`src/rtl/instr_encoder.sv`:
```
// instr_encoder: packs register fields and a 32-bit immediate into a RISC-V
// I/S/B/J instruction word, selected by the same 2-bit immSrc code that the
// decode stage uses. Range and alignment are checked against the chosen
// format. Each emitted word is tagged with a sequential byte address.
// One registered stage with valid/ready handshakes on both sides.
module instr_encoder #(
  parameter int ADDR_W = 32,
  parameter int CNT_W  = 8
) (
  input  logic              clk,
  input  logic              reset,
  input  logic              load_base,
  input  logic [ADDR_W-1:0] base_addr,
  input  logic              in_valid,
  output logic              in_ready,
  input  logic [1:0]        immSrc,
  input  logic [6:0]        opcode,
  input  logic [2:0]        funct3,
  input  logic [4:0]        rd,
  input  logic [4:0]        rs1,
  input  logic [4:0]        rs2,
  input  logic [31:0]       imm,
  output logic              out_valid,
  input  logic              out_ready,
  output logic [31:0]       instr,
  output logic [ADDR_W-1:0] addr_out,
  output logic              range_err,
  output logic              align_err,
  output logic [CNT_W-1:0]  err_count
);

  // Immediate formats, matching the decode stage's immSrc encoding.
  typedef enum logic [1:0] {
    FMT_I = 2'b00,
    FMT_S = 2'b01,
    FMT_B = 2'b10,
    FMT_J = 2'b11
  } immFmtE;

  immFmtE            immFmt;
  logic              accept;

  logic [31:0]       encWord;
  logic              encRangeErr;
  logic              encAlignErr;

  logic [ADDR_W-1:0] baseAligned;
  logic [ADDR_W-1:0] curAddr;

  logic              outValid_q, outValid_d;
  logic [31:0]       instr_q, instr_d;
  logic [ADDR_W-1:0] addrOut_q, addrOut_d;
  logic              rangeErr_q, rangeErr_d;
  logic              alignErr_q, alignErr_d;
  logic [CNT_W-1:0]  errCount_q, errCount_d;
  logic [ADDR_W-1:0] addrCnt_q, addrCnt_d;

  assign immFmt = immFmtE'(immSrc);

  // The stage is free when nothing is held or the held word leaves this cycle.
  assign in_ready = !outValid_q || out_ready;
  assign accept   = in_valid && in_ready;

  // Masking rather than slicing keeps every base_addr bit in use; the low two
  // bits are dropped so addresses stay word aligned.
  assign baseAligned = base_addr & ~ADDR_W'(3);

  // A base load in the same cycle as an accept applies to that very word.
  assign curAddr = load_base ? baseAligned : addrCnt_q;

  // Bit-scatter the immediate into the selected format and check that the
  // full 32-bit value survives the truncation (and alignment for branches).
  always_comb begin
    encWord     = 32'h0;
    encRangeErr = 1'b0;
    encAlignErr = 1'b0;
    case (immFmt)
      FMT_I: begin
        encWord     = {imm[11:0], rs1, funct3, rd, opcode};
        encRangeErr = (imm != {{20{imm[11]}}, imm[11:0]});
      end
      FMT_S: begin
        encWord     = {imm[11:5], rs2, rs1, funct3, imm[4:0], opcode};
        encRangeErr = (imm != {{20{imm[11]}}, imm[11:0]});
      end
      FMT_B: begin
        encWord     = {imm[12], imm[10:5], rs2, rs1, funct3,
                       imm[4:1], imm[11], opcode};
        encRangeErr = (imm != {{19{imm[12]}}, imm[12:0]});
        encAlignErr = imm[0];
      end
      FMT_J: begin
        encWord     = {imm[20], imm[10:1], imm[11], imm[19:12], rd, opcode};
        encRangeErr = (imm != {{11{imm[20]}}, imm[20:0]});
        encAlignErr = imm[0];
      end
      default: begin
        encWord     = 32'h0;
        encRangeErr = 1'b0;
        encAlignErr = 1'b0;
      end
    endcase
  end

  // Next-state for the output register, address counter and error counter.
  always_comb begin
    outValid_d = outValid_q;
    instr_d    = instr_q;
    addrOut_d  = addrOut_q;
    rangeErr_d = rangeErr_q;
    alignErr_d = alignErr_q;
    errCount_d = errCount_q;
    addrCnt_d  = addrCnt_q;

    if (accept) begin
      outValid_d = 1'b1;
      instr_d    = encWord;
      addrOut_d  = curAddr;
      rangeErr_d = encRangeErr;
      alignErr_d = encAlignErr;
      addrCnt_d  = curAddr + ADDR_W'(4);
      if ((encRangeErr || encAlignErr) && (errCount_q != {CNT_W{1'b1}})) begin
        errCount_d = errCount_q + CNT_W'(1);
      end
    end else begin
      if (out_ready) begin
        outValid_d = 1'b0;
      end
      if (load_base) begin
        addrCnt_d = baseAligned;
      end
    end
  end

  // State register; reset drops any held word and restarts addressing at 0.
  always_ff @(posedge clk) begin
    if (reset) begin
      outValid_q <= 1'b0;
      instr_q    <= 32'h0;
      addrOut_q  <= '0;
      rangeErr_q <= 1'b0;
      alignErr_q <= 1'b0;
      errCount_q <= '0;
      addrCnt_q  <= '0;
    end else begin
      outValid_q <= outValid_d;
      instr_q    <= instr_d;
      addrOut_q  <= addrOut_d;
      rangeErr_q <= rangeErr_d;
      alignErr_q <= alignErr_d;
      errCount_q <= errCount_d;
      addrCnt_q  <= addrCnt_d;
    end
  end

  assign out_valid = outValid_q;
  assign instr     = instr_q;
  assign addr_out  = addrOut_q;
  assign range_err = rangeErr_q;
  assign align_err = alignErr_q;
  assign err_count = errCount_q;

endmodule

```
`config.mk`:
```
export PLATFORM = sky130hd
export DESIGN_NAME = instr_encoder
export DESIGN_NICKNAME = d
export VERILOG_FILES = /design/src/rtl/instr_encoder.sv
export SDC_FILE = /design/constraint.sdc
export NUM_CORES = 1
export LEC_CHECK = 0
export BUFFER_PORTS_ARGS = -buffer_cell sky130_fd_sc_hd__buf_4
export CAP_MARGIN = 0
export CORE_MARGIN = 5
export CORE_UTILIZATION = 40
export DETAILED_ROUTE_END_ITERATION = 12
export GPL_TIMING_DRIVEN = 0
export PLACE_DENSITY = 0.75
export RECOVER_POWER = 50
export SKIP_CTS_REPAIR_TIMING = 1
export SLEW_MARGIN = 20
export SYNTH_ARGS = -nofsm -noshare
export SYNTH_HDL_FRONTEND = slang
export SYNTH_SLANG_ARGS = --single-unit
```
`constraint.sdc`:
```
create_clock -name clk -period 4.33 [get_ports clk]
set_clock_uncertainty 0.15 [all_clocks]
set_input_delay 0.433 -clock clk [delete_from_list [all_inputs] [get_ports clk]]
set_output_delay 0.433 -clock clk [all_outputs]
set_load 0.02 [all_outputs]
```
Word level (Yosys, flattened, before mapping)
Index checks and enable logic that the tools add are counted.

word-level totals
  flip-flop bits (word level) = 107
  bits of input ports = 96
  output and inout port bits = 76

operators by class
  $add $sub $neg = 2
  equality and inequality tests = 7
  multiplexer cells = 7
  reductions and logical operators = 10

operators by type and width
  kind                   count
  $pmux 32 s4            1
  $mux 32                2
  $add 32x3->32 const B  1
  $ne 20x20->1           1
  $ne 19x19->1           1
  $ne 11x11->1           1
  $add 8x1->8 const B    1
  $ne 8x8->1 const B     1
  $eq 2x2->1 const B     2
  $reduce_or 2->1        2
  $mux 1                 3
  $pmux 1 s3             1
  $eq 2x1->1 const B     1
  $logic_and 1x1->1      2
  $logic_not 2->1        1
  $logic_or 1x1->1       2
  $reduce_and 2->1       1
  $reduce_bool 2->1      1
  $logic_not 1->1        1

Depth between registers and ports, before layout
  depth after elaboration = 6
  depth in mapped cells = 10
  depth with buffers taken out = 8

Worst setup path after synthesis
Ideal clock, no wire load.

  kind = input port to flip-flop
  start = in load_base
  end = reg addrCnt_q[26]
  arrival time = 2,316 ps
  path slack = 1,785 ps
  cell stages on the path = 9
  buffers on the path = 2
  cells stage by stage = buf_6 > buf_12 > mux2_2 > ha_1 > nand4_1 > nor4b_4 > nand2_1 > o21ai_0 > nor3b_1

on the way
  longest elaborated chain between the ends = 3

RTL lines
  what                  RTL line  RTL
  start, declared       12        input logic load_base,
  $mux 32               --
  named net curAddr[2]  48        logic [ADDR_W-1:0] curAddr;
  $add 32x3->32         121       addrCnt_d = curAddr + ADDR_W'(4);
  $mux 32               115       if (accept) begin
  end signal, assigned  152       addrCnt_q <= addrCnt_d;
  end, declared         56        logic [ADDR_W-1:0] addrCnt_q, addrCnt_d;

The timed path passes the listed nets, and every way through them passes these cells.
A chain may end at the register's enable or synchronous reset.

Worst setup path in the final report
  start = in load_base
  end = reg addrCnt_q[31]

on the way
  longest elaborated chain between the ends = 3

RTL lines
  what           RTL line
  $mux 32 *      --
  $add 32x3->32  121
  $mux 32 *      115

Mark *: on every way between the ends. The rest lies on a longest branch, timed or not.

==> metrics.md <==
| Metric | Value |
|---|---|
| Post-route cell area | 6470 um2 |
| CTS buffer count | 9 |
| Diodes inserted | 0 |
| Max-cap violation count | 0 |
| Chip Height | between 100 and 150 um |
| Final setup violation count | 0 |
| Synth Net Count | 674 |
| Placed Area | roughly 6500 um2 |
| Fillcell total | 1177 |
| Hold depth | 3 |
| Root buf cell | clkbuf_16 |
| Synthesized instance count | 576 |
| CTS tree | done |
| Sequential share of the synthesized area | 0.427 |
| DRT iter0 DRCs | ~290 |
| Dominant cell type by area after synthesis | dfxtp_1 |
| Number of global-route vias before repair | 4813 |
| Status | finished clean |
| Largest net degree at the start of global routing | 17 |
| Reg power frac | 0.468 |
| Post-DR wirelength/cell | approximately 17 um |
| Worst-skew pair later-pin latency | 340 ps |
| Synth top area share | 0.427 |
| Cell depth of the worst flop-to-flop path | 7 |
| Ports | 172 |
| Clock power share | 0.344 |
| Row count | 40 |
| CP max FO | 10 |
| CP Class | input port to flip-flop |
| Lkg Pwr | between 2 and 3 nW |
| Die width | 122 um |
| Switching Share | 0.282 |
| Top cells by area, synth | dfxtp_1 43%, mux2i_1 7.0%, nor2_1 6.4% |
| #FFs+latches synth | between 100 and 150 |
| Fin Hold WS | between 150 and 200 ps |
| Max-slew violations | 0 |
| Fin. Hold Viols | 0 |
| Critical path arrival | roughly 3300 ps |
| I/O Buffers | between 150 and 200 |
| Power per cell area | between 300 and 400 nW/um2 |
| Area grow syn2layout | 29.0% |
| Nature of the critical path endpoint | flip-flop |
| Total Power | 2.31 mW |
| Synth Cell Area | ~5000 um2 |
| HP Class | input port to flip-flop |
| Drt pass-1 iters | 4 |
| RePlAce Congestion | roughly 0.89 |
| Dpl hpwl | roughly 12000 um |
| Reg2reg setup slack | ~1700 ps |
| Top FF cell, synth | dfxtp_1 |
| Rel. slew slack | 0.223 |
| DRC viols | 0 |
| GRT Overall Usage | 0.206 |
| Synth async-reset ratio | 0 |
| Via/cell ratio | 5.31 |
| Sw power | between 0.6 and 0.7 mW |
| Initial antenna violation count | 0 |
| Pint | approximately 1.7 mW |
| Core Footprint | ~12000 um2 |
| Die area | ~15000 um2 |
| Nets | roughly 850 |
| Final setup TNS | 0 ps |
| Layout cells sized above 1 | 0.170 |
| First-pass GRT wire length | roughly 24000 um |
| Worst endpoint required time | between 4000 and 5000 ps |
| Setup ws final | roughly 1000 ps |
| Congestion Overflow GR | 0 |
| DRT antenna net count | 0 |
| Ys Warns | 0 |
| Worst slew pin tran | around 1200 ps |
| Synth unique cells | 51 |
| Routed vias | ~4900 |
| Achievable frequency | 304 MHz |
| Initial core utilization | 0.412 |
| Post-Syn Area per Cell | 8.70 um2 |
| Htree depth | 3 |
| Clk buf depth | 2 |
| Setup WS pre-CTS | between 1000 and 1500 ps |
| RSZ-0062 raised after global routing | false |
| Clock Pin Slew Worst Setup and Hold Paths | approximately 70 ps |
| Post-route minimum period | around 3300 ps |
| Setup crit start kind | input port |
| Most frequent cells in the layout | 111 x clkbuf_1, 107 x dfxtp_1, 91 x buf_4 |
| Num Clock Sinks | 107 |
| Final Routed Wirelength | 15600 um |
| Comb pwr share | 0.188 |
| Worst VDD drop | ~0.24 mV |
| Number of flops mapped to enable cells by yosys | 0 |
| Commonest non-fill, non-tap cell in the layout | clkbuf_1 |
| Period utilization | 0.759 |
==> power groups by stage <==
stage	clock (mW)	combinational, mW	sequential, mW
after floorplan	0	0.203	1.16
after global placement	0	0.462	1.10
final	0.796	0.435	1.08
after global routing	0.847	0.476	1.09
after detailed placement	0	0.472	1.11
after CTS	0.807	0.475	1.08
==> synthesized netlist by cell type (all sizes together), types with 2 or more instances <==
cell type,n
dfxtp,107
nor2,86
nand2,65
a211oi,38
mux2i,35
clkbuf,30
nand3,29
a21oi,25
nor3,16
xor2,14
xnor2,13
mux2,12
nor4,11
nor2b,10
a311oi,9
buf,7
nand4,7
and2,6
inv,6
nor3b,6
o21ai,6
nand2b,5
nand3b,5
o21a,3
a21o,2
ha,2
nor4b,2
o22ai,2
o31a,2
or3,2
or4,2
==> sequential cells by signal, summed over array words and instances, names as in the netlist <==
| name | cells |
|---|---|
| addrCnt_q | 32 |
| addr_out | 32 |
| instr | 32 |
| err_count | 8 |
| align_err | 1 |
| out_valid | 1 |
| range_err | 1 |
==> cells by family (layout without fill, tap and decap cells) <==
| logic type | count (synthesis) | count (layout) | share of synthesized area |
|---|---|---|---|
| AOI/OAI and AO/OA | 95 | 95 | 0.140 |
| and+or+nand+nor | 255 | 255 | 0.246 |
| adders and majority gates | 2 | 2 | 0.00499 |
| muxes | 47 | 47 | 0.0968 |
| xor gates and xnor gates | 27 | 27 | 0.0472 |
| DFF | 107 | 107 | 0.427 |
| buffers and inverters | 43 | 226 | 0.0377 |
==> final timing paths <==
kind                                  start             to
worst min-delay path              opcode[3]       instr[3]
worst min register to register  addr_out[1]    addr_out[1]
worst max-delay path              load_base  addrCnt_q[31]
worst max register to register    out_valid   addr_out[25]
==> worst max-delay path: stages <==
cell	delay (ps)
clkbuf_1	210
buf_6	220
clkbuf_1	520
a32oi_1	570
nor4_4	810
nand3_4	160
nor4_1	320
nor3_1	80
==> area by class of cell <==
type,count,area (um2),share of cell area
buffer,37,164,0.0253
inverter,6,22.5,0.00348
sequential,107,2140,0.331
timing repair buffer,168,972,0.150
clock buffer,10,229,0.0354
clock inverter,5,55.1,0.00851
tap,168,210,0.0325
multi-input combinational,426,2680,0.413
==> per-stage QoR <==
stage                     cells   util
after floorplan             576      -
after global placement      912  0.533
after detailed placement    912  0.533
after CTS                   927  0.557
after global routing        927  0.532
final                       927  0.532
==> layer usage <==
layer / part of all wire / routed length (um) / GRT usage / up-vias
li1: - / - / - / 2382
met1: 0.43 / 6760 / 0.263 / 2342
met2: 0.48 / 7530 / 0.354 / 177
met5: 0 / 0 / 0 / -
met4: 0.022 / 351 / 0.0672 / 0
met3: 0.062 / 969 / 0.0357 / 26
Note: power is estimated with default switching activity, not from simulation.
